==> config.mk <==
export PLATFORM = sky130hd
export DESIGN_NAME = image_link_ctrl
export DESIGN_NICKNAME = d
export VERILOG_FILES = /design/src/rtl/image_link_ctrl.sv
export SDC_FILE = /design/constraint.sdc
export NUM_CORES = 1
export LEC_CHECK = 0
export BUFFER_PORTS_ARGS = -buffer_cell sky130_fd_sc_hd__buf_2
export CAP_MARGIN = 20
export CORE_UTILIZATION = 40
export CTS_BUF_LIST = sky130_fd_sc_hd__clkbuf_8
export DETAILED_ROUTE_END_ITERATION = 16
export PLACE_DENSITY = 0.75
export SETUP_SLACK_MARGIN = 0.1
export SLEW_MARGIN = 20
export SYNTH_ARGS = -nofsm -noshare
export SYNTH_HDL_FRONTEND = slang
export SYNTH_SLANG_ARGS = --single-unit
==> constraint.sdc <==
create_clock -name avm_clk -period 4.6 [get_ports avm_clk]
set_input_delay 0.69 -clock avm_clk [delete_from_list [all_inputs] [get_ports avm_clk]]
set_output_delay 0.69 -clock avm_clk [all_outputs]
set_load 0.01 [all_outputs]
==> src/rtl/image_link_ctrl.sv <==
`default_nettype none
// ============================================================================
// Module      : image_link_ctrl
// Description : Streams one image frame (IMG_W x IMG_H pixels, CHANNELS bytes
//               per pixel) byte by byte into a memory-mapped UART transmitter,
//               then reads RESULT_BYTES prediction bytes back from the UART
//               receiver. All bus traffic is Avalon-MM style master accesses
//               gated by avm_waitrequest; every byte access is preceded by a
//               status poll.
// Ports       : avm_clk / avm_rst      - clock, asynchronous active-high reset
//               avm_address/read/write/writedata, avm_readdata/waitrequest
//                                      - Avalon-MM master toward the UART
//               i_start / i_abort      - begin frame pulse / abandon frame
//               i_byte, i_byte_valid, o_byte_ready
//                                      - image byte source handshake
//               o_result, o_result_valid, o_result_idx
//                                      - received prediction bytes
//               o_busy, o_done, o_state - frame status
// Revision    : 1.0 - initial release
// ============================================================================
module image_link_ctrl #(
    parameter int IMG_W        = 640,
    parameter int IMG_H        = 480,
    parameter int CHANNELS     = 3,
    parameter int RESULT_BYTES = 124,
    localparam int c_idx_w     = (RESULT_BYTES > 1) ? $clog2(RESULT_BYTES) : 1
) (
    input  logic               avm_clk,
    input  logic               avm_rst,
    output logic [4:0]         avm_address,
    output logic               avm_read,
    input  logic [31:0]        avm_readdata,
    output logic               avm_write,
    output logic [31:0]        avm_writedata,
    input  logic               avm_waitrequest,
    input  logic               i_start,
    input  logic               i_abort,
    input  logic [7:0]         i_byte,
    input  logic               i_byte_valid,
    output logic               o_byte_ready,
    output logic [7:0]         o_result,
    output logic               o_result_valid,
    output logic [c_idx_w-1:0] o_result_idx,
    output logic               o_busy,
    output logic               o_done,
    output logic [2:0]         o_state
);

    localparam int c_ch_w = (CHANNELS > 1) ? $clog2(CHANNELS) : 1;
    localparam int c_h_w  = (IMG_W > 1)    ? $clog2(IMG_W)    : 1;
    localparam int c_v_w  = (IMG_H > 1)    ? $clog2(IMG_H)    : 1;

    localparam logic [c_ch_w-1:0]  c_ch_last  = c_ch_w'(CHANNELS - 1);
    localparam logic [c_h_w-1:0]   c_h_last   = c_h_w'(IMG_W - 1);
    localparam logic [c_v_w-1:0]   c_v_last   = c_v_w'(IMG_H - 1);
    localparam logic [c_idx_w-1:0] c_res_last = c_idx_w'(RESULT_BYTES - 1);

    localparam logic [4:0] c_addr_rx   = 5'd0;
    localparam logic [4:0] c_addr_tx   = 5'd4;
    localparam logic [4:0] c_addr_stat = 5'd8;

    localparam int c_bit_tx_rdy = 6;
    localparam int c_bit_rx_rdy = 7;

    typedef enum logic [2:0] {
        IDLE     = 3'd0,
        TX_POLL  = 3'd1,
        TX_WRITE = 3'd2,
        RX_POLL  = 3'd3,
        RX_READ  = 3'd4,
        DONE     = 3'd5
    } state_t;

    state_t             r_state;
    logic [c_ch_w-1:0]  r_ch;
    logic [c_h_w-1:0]   r_h;
    logic [c_v_w-1:0]   r_v;
    logic [c_idx_w-1:0] r_res;

    logic w_last_px;
    logic w_abort_take;
    logic w_unused;

    assign w_last_px = (r_ch == c_ch_last) && (r_h == c_h_last) && (r_v == c_v_last);

    // An abort is honoured only where no access is outstanding (IDLE/DONE) or
    // on the cycle that completes the outstanding access, so the bus never
    // sees a strobe withdrawn while stalled.
    assign w_abort_take = i_abort &&
                          ((r_state == IDLE) || (r_state == DONE) || !avm_waitrequest);

    assign o_busy  = (r_state != IDLE);
    assign o_state = r_state;

    // Only the low byte of the UART registers carries information.
    assign w_unused = ^avm_readdata[31:8];

    always_ff @(posedge avm_clk or posedge avm_rst) begin
        if (avm_rst) begin
            r_state        <= IDLE;
            avm_read       <= 1'b0;
            avm_write      <= 1'b0;
            avm_address    <= c_addr_stat;
            avm_writedata  <= 32'd0;
            o_byte_ready   <= 1'b0;
            o_result_valid <= 1'b0;
            o_done         <= 1'b0;
            o_result       <= 8'd0;
            o_result_idx   <= '0;
            r_ch           <= '0;
            r_h            <= '0;
            r_v            <= '0;
            r_res          <= '0;
        end else begin
            // Single-cycle strobes default low.
            o_byte_ready   <= 1'b0;
            o_result_valid <= 1'b0;
            o_done         <= 1'b0;

            if (w_abort_take) begin
                r_state     <= IDLE;
                avm_read    <= 1'b0;
                avm_write   <= 1'b0;
                avm_address <= c_addr_stat;
                r_ch        <= '0;
                r_h         <= '0;
                r_v         <= '0;
                r_res       <= '0;
            end else begin
                case (r_state)
                    IDLE: begin
                        avm_read  <= 1'b0;
                        avm_write <= 1'b0;
                        if (i_start) begin
                            r_ch        <= '0;
                            r_h         <= '0;
                            r_v         <= '0;
                            r_res       <= '0;
                            avm_address <= c_addr_stat;
                            avm_read    <= 1'b1;
                            r_state     <= TX_POLL;
                        end
                    end

                    TX_POLL: begin
                        // Without a ready transmitter and a byte on hand, the
                        // status read stays asserted: back-to-back polls.
                        if (!avm_waitrequest && avm_readdata[c_bit_tx_rdy] && i_byte_valid) begin
                            o_byte_ready  <= 1'b1;
                            avm_writedata <= {24'd0, i_byte};
                            avm_read      <= 1'b0;
                            avm_write     <= 1'b1;
                            avm_address   <= c_addr_tx;
                            r_state       <= TX_WRITE;
                        end
                    end

                    TX_WRITE: begin
                        if (!avm_waitrequest) begin
                            avm_write   <= 1'b0;
                            avm_read    <= 1'b1;
                            avm_address <= c_addr_stat;
                            // channel is the innermost counter, then h, then v
                            if (r_ch == c_ch_last) begin
                                r_ch <= '0;
                                if (r_h == c_h_last) begin
                                    r_h <= '0;
                                    if (r_v == c_v_last) begin
                                        r_v <= '0;
                                    end else begin
                                        r_v <= r_v + 1'b1;
                                    end
                                end else begin
                                    r_h <= r_h + 1'b1;
                                end
                            end else begin
                                r_ch <= r_ch + 1'b1;
                            end
                            r_state <= w_last_px ? RX_POLL : TX_POLL;
                        end
                    end

                    RX_POLL: begin
                        if (!avm_waitrequest && avm_readdata[c_bit_rx_rdy]) begin
                            avm_address <= c_addr_rx;
                            r_state     <= RX_READ;
                        end
                    end

                    RX_READ: begin
                        if (!avm_waitrequest) begin
                            o_result       <= avm_readdata[7:0];
                            o_result_idx   <= r_res;
                            o_result_valid <= 1'b1;
                            avm_address    <= c_addr_stat;
                            if (r_res == c_res_last) begin
                                r_res    <= '0;
                                avm_read <= 1'b0;
                                o_done   <= 1'b1;
                                r_state  <= DONE;
                            end else begin
                                r_res   <= r_res + 1'b1;
                                r_state <= RX_POLL;
                            end
                        end
                    end

                    DONE: begin
                        r_state <= IDLE;
                    end

                    default: begin
                        r_state   <= IDLE;
                        avm_read  <= 1'b0;
                        avm_write <= 1'b0;
                    end
                endcase
            end
        end
    end

endmodule
`default_nettype wire

==> out/qor.csv <==
metric,value,unit
status,"complete, no violations",
initial_utilization,0.410,
drtIter0Drc,200,
critPathKind,reg -> reg,
required,4.84,ns
crit_start,o_state[1]$_DFFE_PP0P_,
place.gp.congestion,0.880,
synthTopCellsByArea,"dfrtp_1 (45%), mux2_2 (7.7%), buf_4 (6.5%)",
cts_tree,done,
synth_area,3350,µm²
synth_edf_count,0,
die_x,93.5,µm
worst-path-max-fanout,19,
h-tree-depth,3,
synthTopCellsByCount,"dfrtp_1 (60), buf_4 (29), o21ai_0 (29), nand3_1 (26)",
crit_chain,nor3b_4 -> nand2_1 -> nor2_1 -> nor2_1 -> a41o_1,
r2r-start,o_state[1]$_DFFE_PP0P_,
dp.cells,489,
rsz0062_at_grt,false,
antenna_found_initial,0,
clk_latency,0.35,ns
cp.arrival,2.87,ns
core,8180,µm²
ys_types,50,
hold_class,in -> async,
clkSinkCount,61,
path_clk_slew,0.06,ns
cts_buffer_depth,2,
fillerInstances,772,
fin_crit_sh,0.574,
hold_violations,0,
power_density,476,nW/µm²
max_stage_delay,0.68,ns
p_leak,1.79,nW
irDropWorstVdd,0.281,mV
routed_wl,6960,µm
synth_largest_type_area_fraction,0.448,
grt_pass1_wl,12000,µm
cts_resized,0,
vias,2747,
crit_slowest_cell,dfrtp_1,
fin_setup_tns,0,ns
drt_pass1_iterations,6,
avgSynthCellArea,9.69,µm²
post_cts_buffers,0,
grt_max_degree,44,
period_minus_slack,2.64,ns
port_buffers,55,
ys_seq_elements,61,
track_usage,0.177,
worstReg2RegEnd,r_v[8]$_DFFE_PP0P_,
yosysMostFrequentCell,dfrtp_1,
synth-async-reset-ratio,1.00,
yosysSeqAreaShare,0.456,
drive_above_1_share,0.258,
synth_cells,346,
ys_warn_count,0,
ys.flop_type,dfrtp_1,
setup_ws,1.96,ns
worst_slew_pin_slew,0.857,ns
insertedDiodeCount,0,
grt_pass1_vias,2677,
p_total,1.80,mW
startpoint_type,register,
skew,0.00485,ns
gr-total-overflow,0,
layoutNonFillerInstCount,505,
pin_count,107,
ant_nets,0,
synth_top_area_cell,dfrtp_1,
max_slew_margin,0.429,
rows,33,
via_per_inst,5.44,
cp_top_family,simple AND/OR/NAND/NOR gates,
cts_buffers,9,
fmax,0.379,GHz
die_area,8750,µm²
wl_per_cell,13.8,µm
dp_hpwl,4840,µm
slew_violations,0,
crit_top_cell,nor2_1,
cts_root_buffer,clkbuf_8,
pre_cts_ws,1.73,ns
nets,444,
setup_violations,0,
crit_path_end_kind,register,
die_y,93.5,µm
max_cap_violations,0,
ctsHoldBuffers,0,
drc,0,
reg2reg_setup_slack,1.96,ns
area_growth,12.7,%
critical_path_buf_inv_count,0,
reg2regPathDepth,5,
[kinds of logic (layout without fill, tap and decap cells)]
family          after synthesis  count (layout)  share of synthesized area
simple gates                123             123                      0.200
flops                        61              61                      0.456
fa+ha+maj                     3               3                     0.0112
compound gates               81              81                      0.153
buf+inv                      53              81                     0.0985
mux                          24              24                     0.0803
other cells                   1              27                    0.00112
[cells in the final DEF, fill, tap and decap left out, types with 3 or more instances in the layout]
cell type	count
nand3_1	26
o21ai_0	29
o22ai_1	3
nor2b_1	6
or4_1	5
a31oi_1	4
a21oi_1	11
o41ai_1	3
nor3_1	5
nor4_1	3
clkbuf_8	12
and3_1	3
inv_1	9
nor2_1	17
nand4_1	3
or3_1	6
nor3b_1	3
mux2_2	23
o31ai_1	10
buf_2	55
dfrtp_1	60
conb_1	27
ha_1	3
nand2_1	23
o211ai_1	6
nand2b_1	11
[through the flow]
step	hold slack (ns)	area, µm²	utilization
5_1_grt	0.348	3780	0.462
6_report	0.324	3780	0.462
4_1_cts	0.330	3780	0.462
3_5_place_dp	0.490	3570	0.436
3_3_place_gp	0.481	3570	0.436
2_1_floorplan	0.482	3450	-
[power by group]
part | leakage, nW | switching, mW | total, mW | internal [mW]
Sequential | 0.820 | 0.0935 | 0.730 | 0.636
Combinational | 0.863 | 0.336 | 0.568 | 0.232
Clock | 0.110 | 0.209 | 0.500 | 0.291
[layout make-up]
type | count | area, µm² | area share
sequential | 61 | 1530 | 0.404
tap | 105 | 131 | 0.0348
timing repair buffer | 56 | 283 | 0.0748
inverter | 9 | 33.8 | 0.00894
multi-input combinational | 258 | 1590 | 0.421
clock buffer | 12 | 165 | 0.0437
clock inverter | 4 | 46.3 | 0.0123
[sequential cells by signal (all words and copies together), names as in the netlist]
| signal | count |
|---|---|
| avm_read | 1 |
| o_state | 3 |
| o_byte_ready | 1 |
| r_ch | 2 |
| o_result_valid | 1 |
| r_res | 7 |
| r_h | 10 |
| avm_write | 1 |
| r_v | 9 |
| o_result | 8 |
| avm_writedata | 8 |
| avm_address | 2 |
| o_done | 1 |
| o_result_idx | 7 |
[how the worst max path moves through the flow]
stage                                      end  slack, ns  cells past startpoint
floorplan           avm_address[2]$_DFFE_PP0P_       2.40                      1
global placement            r_v[8]$_DFFE_PP0P_       1.76                      6
detailed placement          r_v[8]$_DFFE_PP0P_       1.73                      6
CTS                         r_v[8]$_DFFE_PP0P_       1.97                      5
global route                r_v[8]$_DFFE_PP0P_       1.67                      5
finish                      r_v[8]$_DFFE_PP0P_       1.96                      5
[layer usage]
| layer | up-vias | global-route usage | wire length (µm) |
|---|---|---|---|
| met5 | - | 0 | 0 |
| li1 | 1294 | - | - |
| met4 | 0 | 0.0808 | 102 |
| met3 | 9 | 0.0634 | 523 |
| met1 | 1327 | 0.214 | 3050 |
| met2 | 117 | 0.280 | 3290 |
Power figures use the tool's default switching activity.
